### config.mk
export PLATFORM = sky130hd
export DESIGN_NAME = logic_unit_pipe
export DESIGN_NICKNAME = d
export VERILOG_FILES = /design/src/rtl/logic_unit_pipe_pkg.sv /design/src/rtl/logic_mux8.sv /design/src/rtl/logic_unit_pipe.sv
export SDC_FILE = /design/constraint.sdc
export NUM_CORES = 1
export LEC_CHECK = 0
export ABC_AREA = 1
export BUFFER_PORTS_ARGS = -buffer_cell sky130_fd_sc_hd__buf_4
export CORE_UTILIZATION = 56
export CTS_BUF_LIST = sky130_fd_sc_hd__clkbuf_4 sky130_fd_sc_hd__clkbuf_8 sky130_fd_sc_hd__clkbuf_16
export CTS_CLUSTER_DIAMETER = 120
export DETAILED_ROUTE_END_ITERATION = 8
export GPL_TIMING_DRIVEN = 1
export PLACE_DENSITY = 0.84
export SYNTH_ARGS = -nofsm -noshare
export SYNTH_HDL_FRONTEND = slang
export SYNTH_SLANG_ARGS = --single-unit
### constraint.sdc
create_clock -name clk -period 2.1 [get_ports clk]
set_clock_uncertainty 0.15 [all_clocks]
set_input_delay 0.315 -clock clk [delete_from_list [all_inputs] [get_ports clk]]
set_output_delay 0.315 -clock clk [all_outputs]
set_load 0.005 [all_outputs]
### src/rtl/logic_unit_pipe_pkg.sv
// Shared opcode encodings for the registered bitwise logic unit.
// Imported by the function-select mux and the pipeline top.
package logic_unit_pipe_pkg;

    localparam int OP_W = 3;

    typedef enum logic [OP_W-1:0] {
        OP_AND   = 3'b000,
        OP_OR    = 3'b001,
        OP_XOR   = 3'b010,
        OP_NAND  = 3'b011,
        OP_NOR   = 3'b100,
        OP_XNOR  = 3'b101,
        OP_NOTA  = 3'b110,
        OP_PASSB = 3'b111
    } logic_op_e;

endpackage

### src/rtl/logic_mux8.sv
// Combinational WIDTH-bit 8:1 logic-function select.
// Built from three levels of AND/OR style 2:1 muxes.
module logic_mux8
    import logic_unit_pipe_pkg::*;
#(
    parameter int WIDTH = 8
) (
    input  logic [WIDTH-1:0] opa,
    input  logic [WIDTH-1:0] opb,
    input  logic [OP_W-1:0]  op,
    output logic [WIDTH-1:0] y
);

    logic [WIDTH-1:0] f0, f1, f2, f3, f4, f5, f6, f7;
    logic [WIDTH-1:0] l1_0, l1_1, l1_2, l1_3;
    logic [WIDTH-1:0] l2_0, l2_1;
    logic [WIDTH-1:0] s0, s1, s2;

    assign f0 = opa & opb;
    assign f1 = opa | opb;
    assign f2 = opa ^ opb;
    assign f3 = ~(opa & opb);
    assign f4 = ~(opa | opb);
    assign f5 = ~(opa ^ opb);
    assign f6 = ~opa;
    assign f7 = opb;

    assign s0 = {WIDTH{op[0]}};
    assign s1 = {WIDTH{op[1]}};
    assign s2 = {WIDTH{op[2]}};

    // Each stage: (lo & ~sel) | (hi & sel)
    assign l1_0 = (f0 & ~s0) | (f1 & s0);
    assign l1_1 = (f2 & ~s0) | (f3 & s0);
    assign l1_2 = (f4 & ~s0) | (f5 & s0);
    assign l1_3 = (f6 & ~s0) | (f7 & s0);

    assign l2_0 = (l1_0 & ~s1) | (l1_1 & s1);
    assign l2_1 = (l1_2 & ~s1) | (l1_3 & s1);

    assign y = (l2_0 & ~s2) | (l2_1 & s2);

endmodule

### src/rtl/logic_unit_pipe.sv
// Registered bitwise logic unit with accumulator chaining and a
// one-entry valid/ready output buffer.
module logic_unit_pipe
    import logic_unit_pipe_pkg::*;
#(
    parameter int WIDTH = 8,
    parameter int CNT_W = 8
) (
    input  logic             clk,
    input  logic             reset,
    input  logic             in_valid,
    output logic             in_ready,
    input  logic [WIDTH-1:0] a,
    input  logic [WIDTH-1:0] b,
    input  logic [OP_W-1:0]  op,
    input  logic             acc_en,
    input  logic             acc_clr,
    output logic             out_valid,
    input  logic             out_ready,
    output logic [WIDTH-1:0] result,
    output logic             zero,
    output logic [CNT_W-1:0] op_count
);

    logic [WIDTH-1:0] acc;
    logic [WIDTH-1:0] opa;
    logic [WIDTH-1:0] y;
    logic             accept;

    assign in_ready = !out_valid || out_ready;
    assign accept   = in_valid && in_ready;
    assign opa      = acc_en ? acc : a;

    logic_mux8 #(
        .WIDTH(WIDTH)
    ) u_mux (
        .opa(opa),
        .opb(b),
        .op (op),
        .y  (y)
    );

    always_ff @(posedge clk) begin
        if (reset) begin
            out_valid <= 1'b0;
            result    <= '0;
            zero      <= 1'b1;
        end else if (accept) begin
            out_valid <= 1'b1;
            result    <= y;
            zero      <= (y == '0);
        end else if (out_ready) begin
            out_valid <= 1'b0;
        end
    end

    // Clear wins over the update; the beat itself already used the old value.
    always_ff @(posedge clk) begin
        if (reset) begin
            acc <= '0;
        end else if (acc_clr) begin
            acc <= '0;
        end else if (accept) begin
            acc <= y;
        end
    end

    always_ff @(posedge clk) begin
        if (reset) begin
            op_count <= '0;
        end else if (accept) begin
            op_count <= op_count + 1'b1;
        end
    end

endmodule

==> implementation parameters, run 1 <==
Parameter                              Value

Floorplan
  Count of standard-cell rows ... 22
  Die Outline Area ... 4250 um2
  Top Ports ... 44
  Chip Height ... 65.2 um
  Overall die width ... 65.2 um
  Starting density of the core ... 0.598
  Core Area ... about 3700 um2

Placed design
  Count of input and output buffers ... 43
  Placement-stage worst setup slack ... 0.0215 ns
  Detailed placement HPWL ... about 4000 um
  Global placement routability congestion ... 0.856
  Placed standard-cell area ... 2540 um2

Hold path
  Worst min path class ... in2reg
  Hold Crit Depth ... 4

Clock tree
  Total of cells resized after clock tree synthesis ... 0
  Clock-pin slew reported for the worst setup and hold paths after clock tree synthesis ... 0.08 ns
  Buffer type at the clock tree root ... sky130_fd_sc_hd__clkbuf_8
  Number of sinks handled by clock tree synthesis ... 26
  Skew-Pair Late Insertion Delay ... ~0.27 ns
  Clock tree from TritonCTS ... done
  Buffer count from post-CTS setup fixing ... 0
  Number of buffers created by CTS ... 3
  Hold-fix buffers, CTS ... 0
  Longest Clk Path Bufs ... 2
  H-tree levels ... 1

Cells and area
  Number of inserted diodes ... 0
  Share of post-route cells with drive strength above 1 ... 0.138
  Post-route standard cell area excluding fillers ... ~2600 um2
  Area Growth Syn to Fin ... 16.1%
  Post-layout nets ... roughly 460
  FF+latch area ... ~520 um2
  Combined area of the multi-input logic cells ... around 1400 um2
  Fillers ... 359

Routing
  Final WL ... roughly 5100 um
  Wire per inst ... 11.5 um
  Via density per instance ... 5.16
  Number of optimization iterations in the first detailed-route pass ... 4
  First-iteration detailed-routing DRC count ... 162
  Via count of the routed design ... roughly 2.3k
  Routed Antenna Nets ... 0
  Post-detailed-route DRC marker count ... 0

Synthesis
  Cell taking the most area after synthesis ... sky130_fd_sc_hd__dfxtp_1
  Synth Warn # ... 0
  Yosys cell types ... 19
  Adder and majority cell fraction of the synthesized area ... 0.185
  Xor/xnor share of the synthesized area ... 0.00391
  Area contributors post-synth ... sky130_fd_sc_hd__dfxtp_1, sky130_fd_sc_hd__nand2_1, sky130_fd_sc_hd__ha_1
  Post-synthesis sequential area ratio ... 0.233
  Mean instance size in the synthesized netlist ... ~6.1 um2
  Largest family of logic cells by synthesized area ... simple AND/OR/NAND/NOR gates
  Net count after synthesis ... 422
  Share of the synthesized area in the top cell type ... 0.233
  Synthesized flop and latch total ... 26
  Mux share of post-synthesis cell area ... 0
  Synth Instances ... 364
  Cell area after synthesis ... 2240 um2
  Simple-gate area share of the yosys netlist ... 0.349
  Compound-gate portion of the synthesized area ... 0.104

Power
  Power density over the cells ... between 400 and 500 nW/um2
  PnR Total Power ... 1.22 mW
  VDD IR-drop max ... roughly 500 uV
  Reported leakage power ... 1.41 nW

Worst setup path
  Type of destination of the critical path ... flip-flop
  Slowest Stage Delay on Critical Path ... 0.29 ns
  Worst path required time ... 2.17 ns
  Cell type with the highest occurrence count on the critical path ... sky130_fd_sc_hd__nand2_1
  Signal arrival time at the worst endpoint ... 1.87 ns
  Crit path kind ... in2reg
  Critical Path Source Type ... input port
  R2R cell count ... 14
  Cells traversed along the worst timing path ... buf_4 -> inv_2 -> nand2_1 -> nand2_1 -> inv_1 -> ha_1 -> nand2_1 -> nand3_1 -> o21ai_0 -> nand2_1 -> nand2_1 -> nor2_1 -> nand3_1 -> nand2_1
  Critical path fanouts, max ... 9
  CP max-delay cell ... sky130_fd_sc_hd__ha_1

GRT
  Vias in the first global route ... 2,151
  Largest net degree at the start of global routing ... 28
  First-pass GRT wire length ... 8760 um
  Grt total ovfl ... 0
  Initial antenna violation count ... 0
  GRT Overall Usage ... 0.254

Timing
  Final number of max-transition violations ... 0
  Min setup slack post-route ... 0.301 ns
  Final worst path period share ... 0.856
  Unrepaired setup endpoints after global routing ... false
  Worst Tran Pin Value ... 0.402 ns
  Worst slew margin ... 0.731
  Minimum hold slack ... 0.167 ns
  Crit path time final ... approximately 1.8 ns
  Setup_tns ... 0 ns
  Maximum clock rate ... 556 MHz
  Final setup vio count ... 0
  Final number of hold-violating endpoints ... 0

Flow run
  Maximum Capacitance Violations ... 0

Status
  Outcome ... complete, no violations
cell type report:
type | instances | area share
well taps | 48 | 0.0231
flip-flops and latches | 26 | 0.200
multi-input cells | 275 | 0.553
clock buffers | 4 | 0.0212
repair buffers | 46 | 0.133
inverters | 48 | 0.0694
cells in the mapped netlist:
| cell type | n |
|---|---|
| sky130_fd_sc_hd__nand2_1 | 132 |
| sky130_fd_sc_hd__inv_1 | 43 |
| sky130_fd_sc_hd__a21oi_1 | 34 |
| sky130_fd_sc_hd__ha_1 | 33 |
| sky130_fd_sc_hd__nor2_1 | 31 |
| sky130_fd_sc_hd__nand3_1 | 28 |
| sky130_fd_sc_hd__dfxtp_1 | 26 |
| sky130_fd_sc_hd__o21ai_0 | 8 |
| sky130_fd_sc_hd__buf_2 | 6 |
| sky130_fd_sc_hd__inv_2 | 5 |
| sky130_fd_sc_hd__buf_6 | 4 |
| sky130_fd_sc_hd__clkbuf_1 | 3 |
| sky130_fd_sc_hd__o211ai_1 | 3 |
| sky130_fd_sc_hd__buf_4 | 2 |
| sky130_fd_sc_hd__nor3_1 | 2 |
| sky130_fd_sc_hd__nand4_1 | 1 |
| sky130_fd_sc_hd__or2_0 | 1 |
| sky130_fd_sc_hd__or2_1 | 1 |
| sky130_fd_sc_hd__xnor2_1 | 1 |
report_power, final:
group	internal (mW)	switching [mW]
Clock	0.167	0.148
Sequential	0.519	0.0160
Combinational	0.152	0.219
worst max-delay path: cells and delay by family:
family	cells	cell delay (ns)
compound gates	1	0.07
buf+inv	3	0.37
simple gates	9	0.83
fa+ha+maj	1	0.29
worst paths after layout:
check / start / to / slack (ns)
max: acc_en / zero / 0.30
min reg2reg: result[4] / result[4] / 0.32
min: acc_clr / acc[6] / 0.17
max reg2reg: acc[5] / zero / 0.30
logic make-up after synthesis:
group,count (synthesis)
buffers and inverters,63
AOI/OAI and AO/OA,45
xor gates and xnor gates,1
DFF,26
and+or+nand+nor,196
adders and majority gates,33
registers in the layout, summed over array words and instances (netlist names):
name	count
result	8
op_count	8
acc	8
out_valid	1
zero	1
placed cells by master, fill, tap and decap left out, drive strengths merged:
| master | instances |
|---|---|
| nor2 | 31 |
| nor3 | 2 |
| o211ai | 3 |
| nand4 | 1 |
| or2 | 2 |
| a21oi | 34 |
| clkbuf | 4 |
| o21ai | 8 |
| nand2 | 132 |
| nand3 | 28 |
| buf | 46 |
| xnor2 | 1 |
| ha | 33 |
| dfxtp | 26 |
| inv | 48 |
layer usage:
layer | vias up | global-route usage | routed length [um]
met5 | - | 0 | 0
met2 | 56 | 0.452 | 2580
met1 | 1048 | 0.315 | 2290
met4 | 0 | 0.0679 | 65
li1 | 1194 | - | -
met3 | 8 | 0.0347 | 197
per-stage QoR:
step / std cells / utilization
after CTS: 447 / 0.694
final: 447 / 0.694
after floorplan: 364 / -
after global routing: 447 / 0.694
after detailed placement: 443 / 0.679
after global placement: 443 / 0.679
(Power assumes the default switching activity.)
==> inputs of run 2 (changes only) <==
ABC_AREA = not set   (was 1)
CORE_ASPECT_RATIO = 2   (was not set)
CORE_UTILIZATION = 55   (was 56)
PLACE_DENSITY = 0.83   (was 0.84)
==> run 2 against run 1 <==
  * The run now ends with setup timing left
  * First-iteration DRC count is 86% lower
  * Sequential power grew 0.9%
  * Combinational power grew 28%
  * Cell count fell by 21%
  * Register-to-register slack worse by 0.59 ns
  * Count of clock-buffer cells in the layout did not move
  * Clock power about the same
  * Worst hold slack better by 0.025 ns
  * Global-route usage up 1.1 points
  * Sequential cell count unchanged
  * Design area up 11%
==> implementation parameters, run 2 <==
Parameter                              Value

Synthesis
  Post-synth top cells ... sky130_fd_sc_hd__ha_1, sky130_fd_sc_hd__inv_1, sky130_fd_sc_hd__dfxtp_1
  Most instantiated library cell after synthesis ... sky130_fd_sc_hd__ha_1
  Post-synthesis async set-or-reset flop share ... 0 (unchanged)
  Ys flop type ... sky130_fd_sc_hd__dfxtp_1
  Synth Instances ... 238 (-35%)
  Net count after synthesis ... 296 (-30%)
  Post-synthesis sequential area ratio ... 0.247 (+0.0144)
  Mean instance size in the synthesized netlist ... 8.85 um2 (+44%)
  Share of the synthesized area in the top cell type ... 0.247 (+0.0144)
  Area contributors post-synth ... sky130_fd_sc_hd__dfxtp_1, sky130_fd_sc_hd__ha_1, sky130_fd_sc_hd__mux4_2
  Synth Warn # ... 0 (unchanged)
  Number of synthesized flops with an enable pin ... 0 (unchanged)
  Cell area after synthesis ... 2110 um2 (-5.8%)
  Cell taking the most area after synthesis ... sky130_fd_sc_hd__dfxtp_1
  Yosys cell types ... 41 (+22)
  Synthesized flop and latch total ... 26 (unchanged)

Floorplan
  Count of standard-cell rows ... 31 (+41%)
  Die Outline Area ... 4100 um2 (-3.6%)
  Chip Height ... 89.5 um (+37%)
  Core Area ... 3650 um2 (-2.6%)
  Starting density of the core ... 0.578 (-0.0197)
  Top Ports ... 44 (unchanged)
  Overall die width ... 45.8 um (-30%)

Power
  Share of power burned in registers ... 0.406 (-0.032)
  Net switching power ... 0.382 mW (-0.28%)
  Logic gate share of total power ... 0.358 (+0.054)
  Switching part of the total ... 0.287 (-0.0265)
  VDD IR-drop max ... 396 uV (-21%)
  Cell Int Power ... 0.948 mW (+13%)
  Power density over the cells ... 462 nW/um2 (-1.8%)
  Clk pwr share ... 0.237 (-0.021)
  PnR Total Power ... 1.33 mW (+8.9%)
  Reported leakage power ... 1.35 nW (-4.1%)

Routing
  Number of optimization iterations in the first detailed-route pass ... 4 (unchanged)
  Post-detailed-route DRC marker count ... 0 (unchanged)
  Via density per instance ... 5.45 (+5.7%)
  Via count of the routed design ... 1,924 (-17%)
  Routed Antenna Nets ... 0 (unchanged)
  Wire per inst ... 14.9 um (+30%)
  Final WL ... 5270 um (+2.6%)
  First-iteration detailed-routing DRC count ... 22 (-86%)

Placed design
  Detailed placement HPWL ... 3850 um (-0.81%)
  Count of input and output buffers ... 43 (unchanged)
  Global placement routability congestion ... 0.819 (-4.3%)
  Placement-stage worst setup slack ... -0.534 ns (-0.556 ns)

Timing
  Final setup vio count ... 1 (+1)
  Maximum clock rate ... 417 MHz (-25%)
  Final number of hold-violating endpoints ... 0 (unchanged)
  Worst Tran Pin Value ... 0.469 ns (+0.0671 ns)
  Final number of max-transition violations ... 0 (unchanged)
  Worst slew margin ... 0.686 (-0.0455)
  Crit path time final ... 2.40 ns (+0.600 ns)
  Min setup slack post-route ... -0.298 ns (-0.600 ns)
  Minimum hold slack ... 0.192 ns (+0.0250 ns)
  Unrepaired setup endpoints after global routing ... true
  Setup_tns ... -0.298 ns (-0.298 ns)
  Final worst path period share ... 1.14 (+0.286)

Cells and area
  Fillers ... 269 (-25%)
  Number of inserted diodes ... 0 (unchanged)
  Most common cell after layout, fill and taps aside ... sky130_fd_sc_hd__buf_4
  Most used cells in the layout excluding fill and tap cells ... sky130_fd_sc_hd__buf_4, sky130_fd_sc_hd__ha_1, sky130_fd_sc_hd__inv_1
  Share of post-route cells with drive strength above 1 ... 0.411 (+0.273)
  Post-layout nets ... 363 (-21%)
  Largest registers ... acc (8), op_count (8), result (8)
  Core occupancy in the finished layout ... 0.790 (+0.0961)
  Area Growth Syn to Fin ... 36.6%

GRT
  Grt total ovfl ... 0 (unchanged)
  GRT Overall Usage ... 0.265 (+0.0112)
  First-pass GRT wire length ... 7930 um (-9.5%)
  Largest net degree at the start of global routing ... 20 (-29%)
  Vias in the first global route ... 1,879 (-13%)
  Initial antenna violation count ... 0 (unchanged)

Clock tree
  Clock-pin slew reported for the worst setup and hold paths after clock tree synthesis ... 0.08 ns (about the same)
  Number of buffers created by CTS ... 3 (unchanged)
  Clock tree from TritonCTS ... done
  Hold-fix buffers, CTS ... 0 (unchanged)
  Buffer type at the clock tree root ... sky130_fd_sc_hd__clkbuf_8
  Number of sinks handled by clock tree synthesis ... 26 (unchanged)
  Skew-Pair Late Insertion Delay ... 0.27 ns (about the same)
  Longest Clk Path Bufs ... 2 (unchanged)
  H-tree levels ... 1 (unchanged)

Worst setup path
  Slowest Stage Delay on Critical Path ... 0.50 ns (+0.21 ns)
  Cells traversed along the worst timing path ... buf_4 -> mux2i_2 -> inv_1 -> ha_1 -> mux2_2 -> a22o_1 -> a311oi_2 -> or4b_4 -> o21ai_1
  Critical Path Source Type ... input port
  CP max-delay cell ... sky130_fd_sc_hd__or4b_4
  Worst path required time ... 2.15 ns (-0.02 ns)
  Crit path kind ... in2reg
  Type of destination of the critical path ... flip-flop
  Critical path fanouts, max ... 8 (-1)
  Signal arrival time at the worst endpoint ... 2.45 ns (+0.58 ns)

Status
  Outcome ... finished, violations left
  Violations in the final reports ... setup timing

Hold path
  Worst min path class ... in2reg

Flow run
  Maximum Capacitance Violations ... 0 (unchanged)
-- run 2: per-stage QoR --
step | instances | instance area, um2
after global routing | 353 | 2880
final | 353 | 2880
after detailed placement | 344 | 2650
after CTS | 351 | 2810
after floorplan | 238 | 2140
after global placement | 344 | 2650
-- run 2: area by class of cell --
cell class | count | area [um2] | area share
inverters | 32 | 125 | 0.0435
repair buffers | 76 | 571 | 0.198
well taps | 49 | 61.3 | 0.0213
multi-input cells | 166 | 1540 | 0.534
flip-flops and latches | 26 | 531 | 0.184
clock buffers | 4 | 55.1 | 0.0191
-- run 2: cell families (layout without fill, tap and decap cells) --
family | count (synthesis) | after routing | synth area share
compound gates | 42 | 42 | 0.138
xor+xnor | 6 | 6 | 0.0249
fa+ha+maj | 33 | 33 | 0.196
buf+inv | 46 | 112 | 0.0926
flops | 26 | 26 | 0.247
mux | 19 | 19 | 0.144
simple gates | 66 | 66 | 0.157
-- run 2: timing repair --
item                                    in CTS  in global routing
endpoints found under the hold margin        0                  0
setup buffers                                3                  2
pin swaps                                    4                  5
gates resized for setup                     17                 10
cloned                                       0                  0
endpoints found under the setup margin       1                  7
-- run 2: critical path: cells and delay by family --
kind / cells / cell delay (ns)
muxes: 2 / 0.58
AOI/OAI and AO/OA: 3 / 0.56
and+or+nand+nor: 1 / 0.50
buffers and inverters: 2 / 0.31
adders and majority gates: 1 / 0.19
-- run 2: routing by layer --
| layer | track usage | wire length, um |
|---|---|---|
| met5 | 0 | 0 |
| met3 | 0.0202 | 125 |
| met2 | 0.510 | 3010 |
| met4 | 0.155 | 172 |
| met1 | 0.254 | 1970 |
-- run 2: path summary, 6_finish.rpt --
kind,slack (ns),cells past startpoint,from,to
worst min register to register,0.31,2,result[0],result[0]
worst min-delay path,0.19,3,in_valid,out_valid
worst max-delay path,-0.30,9,acc_en,zero
worst max register to register,-0.29,8,acc[6],zero
-- run 2: power by group through the flow --
stage | combinational [mW] | sequential [mW] | clock [mW]
after global placement | 0.397 | 0.547 | 0
after floorplan | 0.244 | 0.547 | 0
after global routing | 0.519 | 0.542 | 0.333
after detailed placement | 0.413 | 0.548 | 0
final | 0.476 | 0.540 | 0.315
after CTS | 0.446 | 0.539 | 0.317
==> inputs of run 3 (changes only) <==
ABC_AREA = 1   (was not set)
CORE_UTILIZATION = 56   (was 55)
PLACE_DENSITY = 0.84   (was 0.83)
==> run 3 against run 2 <==
  * The run now ends clean
  * Setup slack better by 0.55 ns
  * Count of clock-buffer cells in the layout stayed put
  * Global-route usage is 0.46 points lower
  * Sequential cell count stayed put
  * First-iteration DRC count is 86% higher
  * Sequential power is 0.9% lower
  * Wire length is 3.7% lower
  * Total power is 8.5% lower
  * Critical path type is now reg2reg
  * Clock power hardly changed
  * Die area is 4.1% higher
==> implementation parameters, run 3 (synthesis results as in run 1) <==
Parameter                              Value

Clock tree
  Buffer type at the clock tree root ... sky130_fd_sc_hd__clkbuf_8
  Skew-Pair Late Insertion Delay ... 0.27 ns (about the same)
  Longest Clk Path Bufs ... 2 (unchanged)
  H-tree levels ... 1 (unchanged)
  Buffer count from post-CTS setup fixing ... 0 (-3)
  Clock tree from TritonCTS ... done
  Hold-fix buffers, CTS ... 0 (unchanged)
  Number of buffers created by CTS ... 3 (unchanged)
  Number of sinks handled by clock tree synthesis ... 26 (unchanged)
  Clock-pin slew reported for the worst setup and hold paths after clock tree synthesis ... 0.08 ns (about the same)
  Total of cells resized after clock tree synthesis ... 0 (-17)

Routing
  Post-detailed-route DRC marker count ... 0 (unchanged)
  Via density per instance ... 4.99 (-8.5%)
  Via count of the routed design ... 2,245 (+17%)
  Number of optimization iterations in the first detailed-route pass ... 4 (unchanged)
  Wire per inst ... 11.3 um (-24%)
  Final WL ... 5080 um (-3.7%)
  Routed Antenna Nets ... 0 (unchanged)
  First-iteration detailed-routing DRC count ... 41 (+86%)

Floorplan
  Chip Height ... 91.4 um (+2.1%)
  Top Ports ... 44 (unchanged)
  Core Area ... 3840 um2 (+5.4%)
  Overall die width ... 46.7 um (+2.0%)
  Die Outline Area ... 4270 um2 (+4.1%)
  Count of standard-cell rows ... 32 (+3.2%)
  Starting density of the core ... 0.582 (+0.00413)

Power
  Cell Int Power ... 0.839 mW (-12%)
  Power density over the cells ... 468 nW/um2 (+1.3%)
  Switching part of the total ... 0.311 (+0.0237)
  VDD IR-drop max ... 454 uV (+15%)
  Logic gate share of total power ... 0.303 (-0.055)
  Share of power burned in registers ... 0.440 (+0.034)
  Reported leakage power ... 1.41 nW (+4.3%)
  Net switching power ... 0.378 mW (-0.99%)
  PnR Total Power ... 1.22 mW (-8.5%)
  Clk pwr share ... 0.257 (+0.020)

Timing
  Final worst path period share ... 0.881 (-0.261)
  Worst slew margin ... 0.749 (+0.0632)
  Setup_tns ... 0 ns (+0.298 ns)
  Unrepaired setup endpoints after global routing ... false
  Worst Tran Pin Value ... 0.376 ns (-0.0936 ns)
  Final number of hold-violating endpoints ... 0 (unchanged)
  Minimum hold slack ... 0.155 ns (-0.0366 ns)
  Final number of max-transition violations ... 0 (unchanged)
  Crit path time final ... 1.85 ns (-0.548 ns)
  Min setup slack post-route ... 0.250 ns (+0.548 ns)
  Maximum clock rate ... 541 MHz (+30%)
  Final setup vio count ... 0 (-1)

Cells and area
  Most used cells in the layout excluding fill and tap cells ... sky130_fd_sc_hd__nand2_1, sky130_fd_sc_hd__buf_4, sky130_fd_sc_hd__inv_1
  Fillers ... 383 (+42%)
  Most common cell after layout, fill and taps aside ... sky130_fd_sc_hd__nand2_1
  Post-layout nets ... 458 (+26%)
  Share of post-route cells with drive strength above 1 ... 0.138 (-0.273)
  Post-route standard cell area excluding fillers ... 2600 um2 (-9.7%)
  Combined area of the multi-input logic cells ... 1440 um2 (-6.6%)
  Area Growth Syn to Fin ... 16.2%
  Largest registers ... acc (8), op_count (8), result (8)
  FF+latch area ... 520 um2 (-1.9%)
  Number of inserted diodes ... 0 (unchanged)

GRT
  GRT Overall Usage ... 0.260 (-0.00460)
  Initial antenna violation count ... 0 (unchanged)
  Grt total ovfl ... 0 (unchanged)
  Largest net degree at the start of global routing ... 24 (+20%)
  Vias in the first global route ... 2,088 (+11%)
  First-pass GRT wire length ... 8470 um (+6.8%)

Worst setup path
  R2R cell count ... 12 (+4)
  Critical path fanouts, max ... 4 (-4)
  Critical Path Source Type ... flip-flop
  Worst path required time ... 2.17 ns (+0.02 ns)
  Crit path kind ... reg2reg
  Signal arrival time at the worst endpoint ... 1.92 ns (-0.53 ns)
  Type of destination of the critical path ... flip-flop

Placed design
  Placement-stage worst setup slack ... -0.0176 ns (+0.517 ns)
  Count of input and output buffers ... 43 (unchanged)
  Global placement routability congestion ... 0.818 (-0.20%)
  Detailed placement HPWL ... 4100 um (+6.4%)
  Placed standard-cell area ... 2540 um2 (-4.1%)

Hold path
  Worst min path class ... in2reg
  Hold Crit Depth ... 2 (-1)

Status
  Outcome ... complete, no violations

Flow run
  Maximum Capacitance Violations ... 0 (unchanged)
run 3: power by group through the flow:
| stage | clock network [mW] | logic (mW) | registers [mW] |
|---|---|---|---|
| global placement | 0 | 0.359 | 0.546 |
| floorplan | 0 | 0.249 | 0.545 |
| CTS | 0.324 | 0.371 | 0.535 |
| global route | 0.343 | 0.424 | 0.538 |
| finish | 0.313 | 0.369 | 0.535 |
| detailed placement | 0 | 0.369 | 0.546 |
run 3: final timing paths:
| kind | startpoint | endpoint | slack, ns |
|---|---|---|---|
| worst max register to register | acc[6] | zero | 0.25 |
| worst min-delay path | reset | out_valid | 0.16 |
| worst min register to register | acc[1] | acc[1] | 0.32 |
| worst max-delay path | acc[6] | zero | 0.25 |
run 3: metrics by stage:
| step | cells | utilization |
|---|---|---|
| 2_1_floorplan | 364 | - |
| 3_3_place_gp | 446 | 0.662 |
| 3_5_place_dp | 446 | 0.662 |
| 4_1_cts | 450 | 0.676 |
| 5_1_grt | 450 | 0.676 |
| 6_report | 450 | 0.676 |
run 3: final cells by class:
cell class,count,share of cell area
flip-flops and latches,26,0.200
inverters,48,0.0693
well taps,51,0.0245
repair buffers,46,0.133
clock buffers,4,0.0212
multi-input cells,275,0.552
run 3: metal layers:
layer	global-route usage	vias to the layer above	share of wire
met4	0.102	0	0.019
met1	0.265	1005	0.39
met2	0.492	38	0.57
met5	0	-	0
met3	0.0199	7	0.023
li1	-	1195	-
run 3: critical path, stage by stage (launching register included):
cell and delay [ns]:
sky130_fd_sc_hd__dfxtp_1 0.35, sky130_fd_sc_hd__nand2_1 0.06, sky130_fd_sc_hd__nand2_1 0.14, sky130_fd_sc_hd__inv_1 0.08, sky130_fd_sc_hd__ha_1 0.29, sky130_fd_sc_hd__nand2_1 0.05, sky130_fd_sc_hd__nand3_1 0.07, sky130_fd_sc_hd__o21ai_0 0.07
sky130_fd_sc_hd__nand2_1 0.06, sky130_fd_sc_hd__nand2_1 0.05, sky130_fd_sc_hd__nor2_1 0.26, sky130_fd_sc_hd__nand3_1 0.11, sky130_fd_sc_hd__nand2_1 0.06
